$ cat src/rtl/mem_stage.sv
// mem_stage: RV32I memory-access stage with a dmem req/gnt/rvalid handshake and registered writeback.
module mem_stage #(
    parameter int XLEN = 32
) (
    input  logic            clk,
    input  logic            rst_n,
    input  logic            ex_valid,
    output logic            ex_ready,
    input  logic [XLEN-1:0] alu_result,
    input  logic [XLEN-1:0] rs2_data,
    input  logic [4:0]      rd,
    input  logic [2:0]      funct3,
    input  logic            mem_read,
    input  logic            mem_write,
    input  logic            reg_write,
    output logic            dmem_req,
    output logic            dmem_we,
    output logic [XLEN-1:0] dmem_addr,
    output logic [XLEN-1:0] dmem_wdata,
    output logic [3:0]      dmem_wstrb,
    input  logic            dmem_gnt,
    input  logic            dmem_rvalid,
    input  logic [XLEN-1:0] dmem_rdata,
    output logic            wb_valid,
    output logic [4:0]      wb_rd,
    output logic            wb_reg_write,
    output logic [XLEN-1:0] wb_data,
    output logic            wb_misalign
);
    typedef enum logic [1:0] {IDLE, REQ, WAIT} state_t;
    state_t          state;
    logic [XLEN-1:0] addr_q;
    logic [4:0]      rd_q;
    logic [2:0]      f3_q;
    logic            rw_q;
    logic            accept, mem_op, misalign;
    logic [3:0]      strb;
    logic [XLEN-1:0] wdata, load_data;
    logic [7:0]      byte_sel;
    logic [15:0]     half_sel;

    assign ex_ready = state == IDLE;
    assign accept   = ex_valid & ex_ready;
    assign mem_op   = mem_read | mem_write;
    // funct3[1] set means word access, which covers the 011/110/111 encodings too
    assign misalign = mem_op & ((funct3[1:0] == 2'b01 & alu_result[0]) | (funct3[1] & |alu_result[1:0]));

    always_comb begin
        strb      = mem_read ? 4'b0000 : funct3[1] ? 4'b1111 :
                    funct3[0] ? (alu_result[1] ? 4'b1100 : 4'b0011) : 4'b0001 << alu_result[1:0];
        wdata     = funct3[1] ? rs2_data : funct3[0] ? {2{rs2_data[15:0]}} : {4{rs2_data[7:0]}};
        byte_sel  = dmem_rdata[{addr_q[1:0], 3'b000} +: 8];
        half_sel  = addr_q[1] ? dmem_rdata[31:16] : dmem_rdata[15:0];
        load_data = f3_q[1] ? dmem_rdata :
                    f3_q[0] ? {{(XLEN-16){half_sel[15] & ~f3_q[2]}}, half_sel} :
                              {{(XLEN-8){byte_sel[7] & ~f3_q[2]}}, byte_sel};
    end

    always_ff @(posedge clk or negedge rst_n) begin
        if (!rst_n) begin
            state        <= IDLE;
            addr_q       <= '0;
            rd_q         <= '0;
            f3_q         <= '0;
            rw_q         <= 1'b0;
            dmem_req     <= 1'b0;
            dmem_we      <= 1'b0;
            dmem_addr    <= '0;
            dmem_wdata   <= '0;
            dmem_wstrb   <= '0;
            wb_valid     <= 1'b0;
            wb_rd        <= '0;
            wb_reg_write <= 1'b0;
            wb_data      <= '0;
            wb_misalign  <= 1'b0;
        end else begin
            wb_valid <= 1'b0;
            case (state)
                IDLE: if (accept) begin
                    addr_q <= alu_result;
                    rd_q   <= rd;
                    f3_q   <= funct3;
                    rw_q   <= reg_write;
                    if (!mem_op || misalign) begin
                        wb_valid     <= 1'b1;
                        wb_rd        <= rd;
                        wb_data      <= alu_result;
                        wb_reg_write <= reg_write & ~misalign;
                        wb_misalign  <= misalign;
                    end else begin
                        state      <= REQ;
                        dmem_req   <= 1'b1;
                        dmem_we    <= ~mem_read;
                        dmem_addr  <= {alu_result[XLEN-1:2], 2'b00};
                        dmem_wdata <= wdata;
                        dmem_wstrb <= strb;
                    end
                end
                REQ: if (dmem_gnt) begin
                    dmem_req <= 1'b0;
                    state    <= dmem_we ? IDLE : WAIT;
                    if (dmem_we) begin
                        wb_valid     <= 1'b1;
                        wb_rd        <= rd_q;
                        wb_data      <= addr_q;
                        wb_reg_write <= 1'b0;
                        wb_misalign  <= 1'b0;
                    end
                end
                WAIT: if (dmem_rvalid) begin
                    state        <= IDLE;
                    wb_valid     <= 1'b1;
                    wb_rd        <= rd_q;
                    wb_data      <= load_data;
                    wb_reg_write <= rw_q;
                    wb_misalign  <= 1'b0;
                end
                default: state <= IDLE;
            endcase
        end
    end
endmodule

$ cat config.mk
export PLATFORM = sky130hd
export DESIGN_NAME = mem_stage
export DESIGN_NICKNAME = d
export VERILOG_FILES = /design/src/rtl/mem_stage.sv
export SDC_FILE = /design/constraint.sdc
export NUM_CORES = 1
export LEC_CHECK = 0
export CAP_MARGIN = 10
export CELL_PAD_IN_SITES_DETAIL_PLACEMENT = 1
export CELL_PAD_IN_SITES_GLOBAL_PLACEMENT = 1
export CORE_MARGIN = 2
export CORE_UTILIZATION = 39
export CTS_CLUSTER_DIAMETER = 30
export DETAILED_ROUTE_END_ITERATION = 16
export PLACE_DENSITY = 0.87
export SLEW_MARGIN = 5
export SYNTH_ARGS = -nofsm -noshare
export SYNTH_HDL_FRONTEND = slang
export SYNTH_SLANG_ARGS = --single-unit
export TNS_END_PERCENT = 1
$ cat constraint.sdc
create_clock -name clk -period 6.5 [get_ports clk]
set_clock_uncertainty 0.15 [all_clocks]
set_input_delay 0.65 -clock clk [delete_from_list [all_inputs] [get_ports clk]]
set_output_delay 0.65 -clock clk [all_outputs]
set_load 0.05 [all_outputs]
Word level (Yosys, flattened, before mapping):

Cells that the tools add are included.

* equal/unequal tests: 9
* shifts and indexed selects: 2
* mux-type cells: 47
* bitwise operators: 13
* reductions and logical operators: 11

Operators with widths (count)
* 2-to-1 mux 32 bit: 9
* case mux 32 bit (3 select lines): 1
* indexed part select 32 x 6 -> 8 bit: 1
* 2-to-1 mux 5 bit: 5
* 2-to-1 mux 1 bit: 16
* 2-to-1 mux 16 bit: 1
* 2-to-1 mux 4 bit: 4
* case mux 5 bit (3 select lines): 1
* 2-to-1 mux 2 bit: 5
* case mux 1 bit (3 select lines): 3
* != test 2 bit (second input constant): 4
* AND reduction 4 bit: 2
* AND 1 bit: 7
* case mux 2 bit (3 select lines): 1
* AND reduction 6 bit: 1
* == test 2 x 1 -> 1 bit (second input constant): 2
* != test 2 x 1 -> 1 bit (second input constant): 2
* inverter 1 bit: 4
* << shifter 1 x 2 -> 4 bit (first input constant): 1
* AND reduction 3 bit: 1
* nonzero test 3 bit: 1
* == test 2 bit (second input constant): 1
* zero test 2 bit: 1
* bitwise OR 1 bit: 2
* 6 further kinds: 6

* register bits: 151
* bits of input ports: 112
* output and inout bits: 111
* logic and storage cells: 97

Depth between registers and ports, before layout:

Gate-level depths: netlist of run 1.

* depth in word-level cells: 9
* gate-level depth with buffers: 11

Least setup slack after synthesis of run 1:

No wires, ideal clock.

* path kind: flip-flop to flip-flop
* from: reg state[0]
* to: reg wb_data[28]
* data arrival time: 2.278 ns
* setup slack: 3.995 ns
* stages on the path, launching flop included: 12
* clock period less this slack: 2.505 ns
* path through: dfrtp_1 > inv_1 > ha_1 > buf_2 > inv_1 > o221ai_1 > a2111o_1 > buf_2 > buf_6 > buf_2 > nand2_1 > o21ai_1

* cells in the longest elaborated chain, start to end: 4
* elaborated cells between the ends (all ways): 12
* classes of those cells: 7 x eq/ne; 1 x mux; 1 x bitwise; 3 x reduce/logical

Ends and longest elaborated chain
* start, declared: RTL line 31 `state_t state;`
* start signal, assigned: RTL line 101 `state <= dmem_we ? IDLE : WAIT;`
* zero test 2 bit *: RTL line 42 `assign ex_ready = state == IDLE;`
* net ex_ready: RTL line 8 `output logic ex_ready,`
* AND 1 bit: RTL line 43 `assign accept = ex_valid & ex_ready;`
* != test 2 x 1 -> 1 bit (no line)
* AND reduction 6 bit (no line)
* end signal, assigned: RTL line 87 `wb_data <= alu_result;`
* end signal, assigned: RTL line 105 `wb_data <= addr_q;`
* end signal, assigned: RTL line 114 `wb_data <= load_data;`
* end, declared: RTL line 27 `output logic [XLEN-1:0] wb_data,`

Mark *: on every way through the listed nets, which the timed path passes. The rest lies on a longest branch.
A chain may end at the register's enable or synchronous reset.

Worst setup path after layout of run 1:

* from: in funct3[0]
* to: reg dmem_addr[21]

* cells in the longest elaborated chain, start to end: 7

Ends and longest elaborated chain
* start, declared: RTL line 12 `input logic [2:0] funct3,`
* == test 2 x 1 -> 1 bit: RTL line 46 `assign misalign = mem_op & ((funct3[1:0] == 2'b01 & alu_result[0]) | (funct3[1] & |alu_result[1:0]));`
* AND 1 bit: RTL line 46
* bitwise OR 1 bit: RTL line 46
* AND 1 bit: RTL line 46
* logical OR 1 bit: RTL line 84 `if (!mem_op || misalign) begin`
* inverter 1 bit (no line)
* AND reduction 3 bit (no line)
* end signal, assigned: RTL line 94 `dmem_addr <= {alu_result[XLEN-1:2], 2'b00};`
* end, declared: RTL line 18 `output logic [XLEN-1:0] dmem_addr,`

No other way between the ends.

==> results of run 1 <==
==> flip-flops by register name (all words and copies together), names as in the netlist, 3 cells and up <==
name,count
wb_rd,5
dmem_wstrb,4
addr_q,32
dmem_addr,30
wb_data,32
rd_q,5
f3_q,3
dmem_wdata,32
==> cell usage in the layout, fill, tap and decap left out, drive strengths merged, types with 10 or more instances in the layout <==
master,n
nor2,35
a21oi,80
mux2i,32
o31ai,12
clkdlybuf4s50,219
clkbuf,22
dfrtp,151
nand2,86
buf,10
o21ai,53
nor2b,11
nand3,10
inv,33
mux2,84
==> critical path, stage by stage <==
cell and delay, ns:
clkdlybuf4s50_1 0.91, nor2_1 0.13, o22a_1 0.30, nand3_4 0.23, buf_4 0.71, mux2_2 0.42
==> synthesized netlist by cell type (all sizes together) (2+ instances only) <==
| cell type | n |
|---|---|
| a2111oi | 6 |
| a21oi | 80 |
| a221oi | 9 |
| a22oi | 8 |
| a31oi | 2 |
| and3 | 7 |
| buf | 24 |
| clkbuf | 31 |
| dfrtp | 151 |
| ha | 4 |
| inv | 32 |
| mux2 | 84 |
| mux2i | 32 |
| nand2 | 86 |
| nand2b | 5 |
| nand3 | 10 |
| nor2 | 35 |
| nor2b | 11 |
| nor3 | 9 |
| o211ai | 2 |
| o21ai | 53 |
| o22ai | 8 |
| o31ai | 12 |
==> report_power, final <==
part | total, uW | internal, uW | switching, uW
clock | 971 | 558 | 413
sequential | 1720 | 1420 | 299
combinational | 3600 | 1270 | 2330
total | 6290 | 3250 | 3040
==> final cells by class <==
type | count | area share [%]
sequential | 151 | 36.7
timing repair buffer | 229 | 22.1
clock inverter | 10 | 0.936
clock buffer | 22 | 4.61
multi-input combinational | 479 | 31.6
tap | 234 | 2.85
inverter | 33 | 1.20
==> worst max path at each step <==
| stage | slack [ns] | cells past startpoint | to |
|---|---|---|---|
| 5_1_grt | 3.04 | 6 | dmem_addr[28] |
| 6_report | 3.22 | 6 | dmem_addr[21] |
| 3_3_place_gp | 2.84 | 6 | dmem_addr[4] |
| 2_1_floorplan | 4.00 | 11 | wb_data[28] |
| 4_1_cts | 3.21 | 6 | dmem_addr[28] |
| 3_5_place_dp | 2.75 | 6 | dmem_addr[21] |
==> through the flow <==
step	total power, uW	std cells	setup WS, ns	area [um^2]
floorplan	4170	718	4.00	7400
global placement	5210	1126	2.84	9720
detailed placement	5330	1126	2.75	9720
CTS	6330	1158	3.21	10300
global route	6640	1158	3.04	10300
finish	6290	1158	3.22	10300
==> routing by layer <==
metal,vias to the layer above,share of wire (%)
met3,46,6.7
met2,204,48
met4,0,3.3
met1,3173,42
met5,-,0
li1,2901,-
==> cells by family after synthesis <==
| logic type | count (synthesis) |
|---|---|
| fa+ha+maj | 4 |
| flops | 151 |
| buf+inv | 88 |
| other cells | 1 |
| simple gates | 166 |
| compound gates | 191 |
| mux | 116 |
==> results.toml, run 1 <==
[outcome]
run_status = "completed"

[global_route]
use_met3_pct = 7.49
grt_util_met1_pct = 29.5
grt_first_pass_wirelength_mm = 37.3
grt_util_met2_pct = 39.0
first_global_vias = 6784
grt_overflow = 0
grt-busiest-layer = "met2"
grt_antenna_before_repair = 0
grt_use_total_pct = 23.9
grt_start_max_net_pins = 84

[route]
drt-pass1-iter-count = 4
avgViaCountPerCell = 5.46
remaining_design_rule_violation_count = 0
routed_wirelength_normalized_by_instance_count_um = 20.2
via_count = 6324
drtIter0Drc = 323
detail-route-antenna-nets = 0
totalWireLength_mm = 23.3

[setup_path]
crit_path_end_kind = "flip-flop"
endpoint_of_the_most_critical_register_to_register_path = "wb_data[13]"
setup.worst_path.class = "in -> reg"
ff2ff_path_depth = 8
cp-startpoint = "funct3[0]"
data_arrival_time_of_the_critical_path_ns = 3.44
critPathRequiredTime_ns = 6.66
startpoint_type = "input port"
cp_max_fo = 83
r2r_start = "state[0]"
setup.reg_to_reg.worst_slack_ns = 3.39

[synth]
syn-mean-instance-area_um2 = 10.3
synth_warnings = 0
synth_largest_area_cell = "dfrtp_1"
combinational_family_with_the_most_area_after_synthesis = "multiplexers"
synth_top_area_share_pct = 51.1
top_cells_by_area_synth = "dfrtp_1 51%, mux2_2 13%, a21oi_1 5.4%"
synth_simple_gate_area_share_pct = 9.79
synth-async-reset-ratio_pct = 100
arithmetic_cell_share_of_the_synthesized_area_counting_full_adders_half_adders_and_majority_gates_pct = 0.676
synth-compound-area-share_pct = 16.0
synthXorXnorAreaFrac_pct = 0
synth_cells = 717
post_synth_edffs = 0
post_synth_mux_area_share_pct = 17.1
yosysSeqAreaShare_pct = 51.1
netlist_area_um2 = 7400
synth-seq-cells = 151
dominantRegCellSynth = "dfrtp_1"
ys_types = 46

[pwr]
max-vdd-ir-drop_v = 0.000275
pwr_density_cell_nw_per_um2 = 611
leakagePower_uw = 0.00436

[cts]
insertion_delay_ns = 0.43
tritoncts_clock_tree = "done"
htreeDepth = 4
ctsHoldBuffers = 0
cts.clk_slew.worst_paths_ns = 0.06
postCtsSetupRepairBufs = 0
cts_buffer_depth = 2
cts_root_buffer_type = "clkbuf_16"
numClockSinks = 151
post_cts.resized_instances = 0
numCtsBuffers = 17

[sta]
worst-slew-pin-transition_ns = 0.950
report.final.setup_viol = 0
hold_ws_ns = 0.0850
fmax_ghz = 0.305
timing_max_transition_violations_final = 0
fin_crit_ns = 3.28
timing.final.crit_share_pct = 50.5
totalNegativeSetupSlack_ns = 0
grt_setup_unrepaired = "no"
relSlewSlack_pct = 36.7
number_of_endpoints_with_negative_hold_slack_in_the_final_report = 0

[die]
floorplan.rows = 50
die-width_um = 142
dieHeight_um = 142
floorplan.initialDensity_pct = 39.7
floorplan.die_area_um2 = 20100
coreArea_um2 = 18600
ios = 223

[placement]
post-dp-hpwl_mm = 16.2
placement.io_buffers = 220
final_replace_weighted_congestion = 0.824

[finish]
final_core_util_pct = 55.2
synthToLayoutAreaGrowth_pct = 39.1
diodes = 0
layout_cell_share_with_drive_strength_beyond_1_pct = 15.2
multi_input_comb_area_um2 = 3250
regArea_um2 = 3780
layout.filler_cells = 2058
finalNetCount = 1027

[worst_hold_path]
worstHoldPathType = "in -> async"

[run]
maxCapViolations = 0
Note: power is estimated with default switching activity, not from simulation.
==> inputs of run 2 (changes only) <==
- CORE_UTILIZATION: 39 -> 32
- PLACE_DENSITY: 0.87 -> 0.77
- clock period: 6.5 -> 2.9 ns (I/O delays scaled with it)
==> run 2 against run 1 <==
Cell area increased by 2.7%. Sequential power increased by 120%. Clock power increased by 130%. Critical endpoint is now ex_ready. Largest cell class unchanged. Largest power group unchanged. Highest routed layer is now met5.
==> results.toml, run 2 (synthesis gave the netlist of run 1 again) <==
[route]
drt-pass1-iter-count = 4
avgViaCountPerCell = 5.14
drtIter0Drc = 245
via_count = 6297
totalWireLength_mm = 23.5
routed_wirelength_normalized_by_instance_count_um = 19.2
detail-route-antenna-nets = 0
remaining_design_rule_violation_count = 0

[setup_path]
cp-startpoint = "state[0]"
data_arrival_time_of_the_critical_path_ns = 2.13
r2r_start = "state[0]"
crit_path_end_kind = "primary output"
ff2ff_path_depth = 7
critPathRequiredTime_ns = 2.46
setup.reg_to_reg.worst_slack_ns = 0.37
setup.worst_path.class = "reg -> out"
endpoint_of_the_most_critical_register_to_register_path = "wb_data[19]"
cp-endpoint = "ex_ready"
cp_max_fo = 9
startpoint_type = "flip-flop"

[sta]
hold_ws_ns = 0.273
report.final.setup_viol = 0
fin_crit_ns = 2.57
timing.final.crit_share_pct = 88.6
timing_max_transition_violations_final = 0
grt_setup_unrepaired = "no"
worst-slew-pin-transition_ns = 0.690
totalNegativeSetupSlack_ns = 0
relSlewSlack_pct = 52.8
fmax_ghz = 0.389
number_of_endpoints_with_negative_hold_slack_in_the_final_report = 0

[placement]
final_replace_weighted_congestion = 0.808
placement.io_buffers = 220
post-dp-hpwl_mm = 17.0

[pwr]
leakagePower_uw = 0.00448
netSwitchingPower_uw = 6760
pwr_density_cell_nw_per_um2 = 1340
cellInternalPower_uw = 7430
sw_frac_of_total_pct = 47.6
share_comb_of_total_power_pct = 57.7
clock_power_share_pct = 15.4
sequential_share_of_power_pct = 26.9
max-vdd-ir-drop_v = 0.000626

[global_route]
grt_start_max_net_pins = 59
grt_first_pass_wirelength_mm = 37.6
first_global_vias = 6662
grt_use_total_pct = 19.8
grt_overflow = 0
grt_antenna_before_repair = 1

[finish]
most-common-layout-cells = "219 x clkdlybuf4s50_1, 151 x dfrtp_1, 85 x nand2_1"
reg.largest.list = "addr_q (32), dmem_wdata (32), wb_data (32)"
finalNetCount = 1044
synthToLayoutAreaGrowth_pct = 42.8
layout_cell_share_with_drive_strength_beyond_1_pct = 16.5
layout.cells.most_common = "clkdlybuf4s50_1"
layout.filler_cells = 2486

[die]
floorplan.rows = 55
floorplan.die_area_um2 = 24400
dieHeight_um = 156
coreArea_um2 = 22600
ios = 223
floorplan.initialDensity_pct = 32.7
die-width_um = 156

[cts]
htreeDepth = 4
postCtsSetupRepairBufs = 0
cts_buffer_depth = 2
insertion_delay_ns = 0.42
post_cts.resized_instances = 0
tritoncts_clock_tree = "done"
numCtsBuffers = 17
numClockSinks = 151
cts.clk_slew.worst_paths_ns = 0.07
cts_root_buffer_type = "clkbuf_16"

[outcome]
run_status = "completed"

[worst_hold_path]
worstHoldPathType = "in -> async"

[run]
maxCapViolations = 0
==> run 2: changes by cell type in the layout (fill, tap and decap cells not counted) <==
cell and change:
buf_12 +6, dlygate4sd3_1 +1, diode_2 +1, clkbuf_8 -2
bufinv_16 +1, buf_4 +10
==> run 2: power by group through the flow <==
stage | Combinational, uW | Clock, uW | Sequential, uW
5_1_grt | 8760 | 2350 | 3960
3_3_place_gp | 8050 | 0 | 3790
4_1_cts | 8260 | 2260 | 3830
6_report | 8190 | 2190 | 3810
3_5_place_dp | 8220 | 0 | 3860
2_1_floorplan | 3020 | 0 | 6330
==> run 2: how the worst min path moves through the flow <==
stage                      from            end  slack (ns)  depth (start not counted)
after global placement    rst_n  dmem_addr[18]        0.17                          1
after floorplan           rst_n      addr_q[0]       -0.16                          0
after detailed placement  rst_n  dmem_addr[18]        0.17                          1
final                     rst_n  dmem_addr[18]        0.27                          2
after CTS                 rst_n  dmem_addr[18]        0.29                          2
after global routing      rst_n  dmem_addr[17]        0.30                          2
==> run 2: cell type report <==
class	count	area (um^2)	area share [%]
Clock inverter	11	126	1.20
Antenna cell	1	2.50	0.0237
Multi-Input combinational cell	479	3250	30.8
Tap cell	285	357	3.38
Timing Repair Buffer	246	2480	23.4
Sequential cell	151	3780	35.8
Inverter	33	124	1.17
Clock buffer	20	447	4.23
==> run 2: repair_timing <==
item                                    in CTS  in global routing
endpoints found under the setup margin       0                  0
hold buffers                                 1                  0
endpoints found under the hold margin       56                  0
==> run 2: worst max-delay path: stages, from the launching register on <==
cell and delay, ns:
dfrtp_1 0.40, inv_1 0.13, ha_2 0.33, clkdlybuf4s50_1 0.86
==> run 2: metrics by stage <==
stage	power, uW	cell area, um^2	setup WS (ns)	util (%)	std cells
finish	14200	10600	0.331	46.7	1226
global route	15100	10600	0.166	46.6	1225
floorplan	9350	7400	0.395	-	718
global placement	11800	9980	0.228	44.1	1193
CTS	14300	10600	0.306	46.6	1225
detailed placement	12100	9980	0.179	44.1	1193
==> run 2: metal layers <==
metal / GRT usage [%] / vias up / routed length (um)
met5: 0 / - / 13
met4: 4.37 / 2 / 370
met3: 6.58 / 27 / 1650
met2: 33.5 / 178 / 11500
met1: 24.7 / 3144 / 9930
li1: - / 2946 / -
==> inputs of run 3 (changes only) <==
- CAP_MARGIN: 10 -> not set
- PLACE_DENSITY: 0.77 -> not set
- PLACE_DENSITY_LB_ADDON: not set -> 0.1
- SLEW_MARGIN: 5 -> not set
==> run 3 against run 2 <==
Routed wire length rose by 2.7%. Highest routed layer unchanged. Worst hold slack better by 0.012 ns. Critical endpoint unchanged. Sequential power is 1% higher. Combinational power fell by 0.5%. Clock power grew 5%. First-iteration DRC count increased by 49%. Cell count is 0.49% lower. Count of clock-buffer cells in the layout is the same.
==> results.toml, run 3 (synthesis gave the netlist of run 1 again) <==
[die]
floorplan.initialDensity_pct = 32.7
coreArea_um2 = 22600
dieHeight_um = 156
die-width_um = 156
floorplan.rows = 55
ios = 223
floorplan.die_area_um2 = 24400

[route]
drt-pass1-iter-count = 5
remaining_design_rule_violation_count = 0
drtIter0Drc = 365
avgViaCountPerCell = 5.16
totalWireLength_mm = 24.1
detail-route-antenna-nets = 0
via_count = 6290
routed_wirelength_normalized_by_instance_count_um = 19.8

[sta]
number_of_endpoints_with_negative_hold_slack_in_the_final_report = 0
hold_ws_ns = 0.285
worst-slew-pin-transition_ns = 0.681
report.final.setup_viol = 0
fmax_ghz = 0.387
grt_setup_unrepaired = "no"
timing.final.crit_share_pct = 89.1
timing_max_transition_violations_final = 0
totalNegativeSetupSlack_ns = 0
fin_crit_ns = 2.58
relSlewSlack_pct = 54.6

[cts]
numCtsBuffers = 17
postCtsSetupRepairBufs = 0
post_cts.resized_instances = 0
cts.clk_slew.worst_paths_ns = 0.06
htreeDepth = 4
ctsHoldBuffers = 1
insertion_delay_ns = 0.43
cts_root_buffer_type = "clkbuf_16"
numClockSinks = 151
tritoncts_clock_tree = "done"
cts_buffer_depth = 2

[placement]
post-dp-hpwl_mm = 17.6
final_replace_weighted_congestion = 0.870
placement.io_buffers = 220
post-place-cells = 1187

[setup_path]
crit_path_end_kind = "primary output"
data_arrival_time_of_the_critical_path_ns = 2.14
critPathRequiredTime_ns = 2.46
startpoint_type = "flip-flop"
setup.worst_path.class = "reg -> out"
cp_max_fo = 9

[pwr]
leakagePower_uw = 0.00447
max-vdd-ir-drop_v = 0.000534
pwr_density_cell_nw_per_um2 = 1360

[finish]
layout_cell_share_with_drive_strength_beyond_1_pct = 16.3
most-common-layout-cells = "219 x clkdlybuf4s50_1, 151 x dfrtp_1, 85 x nand2_1"
reg.largest.list = "addr_q (32), dmem_wdata (32), wb_data (32)"
finalNetCount = 1038
layout.cells.non_filler = 1220
layout.cells.most_common = "clkdlybuf4s50_1"
diodes = 0
synthToLayoutAreaGrowth_pct = 42.3

[global_route]
grt_use_total_pct = 20.4
grt_first_pass_wirelength_mm = 38.4
first_global_vias = 6908
grt_antenna_before_repair = 1
grt_start_max_net_pins = 80
grt_overflow = 0

[run]
maxCapViolations = 0

[outcome]
run_status = "completed"

[worst_hold_path]
worstHoldPathType = "in -> async"
run 3: changes by cell type in the layout (fill, tap and decap cells not counted), sizes merged:
cell,change
buf,-6
clkinv,+1
clkinvlp,-3
diode,-1
inv,+3
run 3: metrics by stage:
stage | total power [uW] | worst slack, ns | instance area [um^2] | utilization (%)
3_3_place_gp | 11800 | 0.281 | 9910 | 43.8
2_1_floorplan | 9350 | 0.395 | 7400 | -
4_1_cts | 14400 | 0.292 | 10500 | 46.5
3_5_place_dp | 12100 | 0.229 | 9910 | 43.8
5_1_grt | 15200 | 0.187 | 10500 | 46.5
6_report | 14300 | 0.316 | 10500 | 46.5
run 3: worst paths after layout:
kind | startpoint | end | slack (ns) | cells past startpoint
worst max-delay path | state[0] | ex_ready | 0.32 | 3
worst min-delay path | rst_n | dmem_addr[9] | 0.28 | 2
worst max register to register | state[0] | wb_data[8] | 0.36 | 8
worst min register to register | dmem_wdata[9] | dmem_wdata[9] | 0.34 | 2
max in group asynchronous | rst_n | addr_q[7] | 1.45 | 3
min in group clk | dmem_wdata[9] | dmem_wdata[9] | 0.34 | 2
run 3: area by class of cell:
| class | count | area [um^2] |
|---|---|---|
| Multi-Input combinational cell | 479 | 3250 |
| Sequential cell | 151 | 3780 |
| Inverter | 33 | 124 |
| Tap cell | 285 | 357 |
| Clock buffer | 20 | 467 |
| Timing Repair Buffer | 240 | 2410 |
| Clock inverter | 12 | 141 |
| Fill cell | 2465 | 12100 |
run 3: critical path, cell delays in order (launching register included):
cell and delay, ns:
dfrtp_1 0.42, inv_1 0.13, ha_2 0.32, clkdlybuf4s50_1 0.85
run 3: power breakdown:
part	internal [uW]	switching [uW]	leakage (uW)
logic	2930	5220	0.00235
clock network	1350	938	0.000299
registers	3190	666	0.00182
total	7470	6830	0.00447
run 3: metal layers:
metal	part of all wire, %	track usage, %
met2	49	34.5
met5	0.046	0
met3	5.8	5.47
met1	42	25.0
met4	2.8	7.43
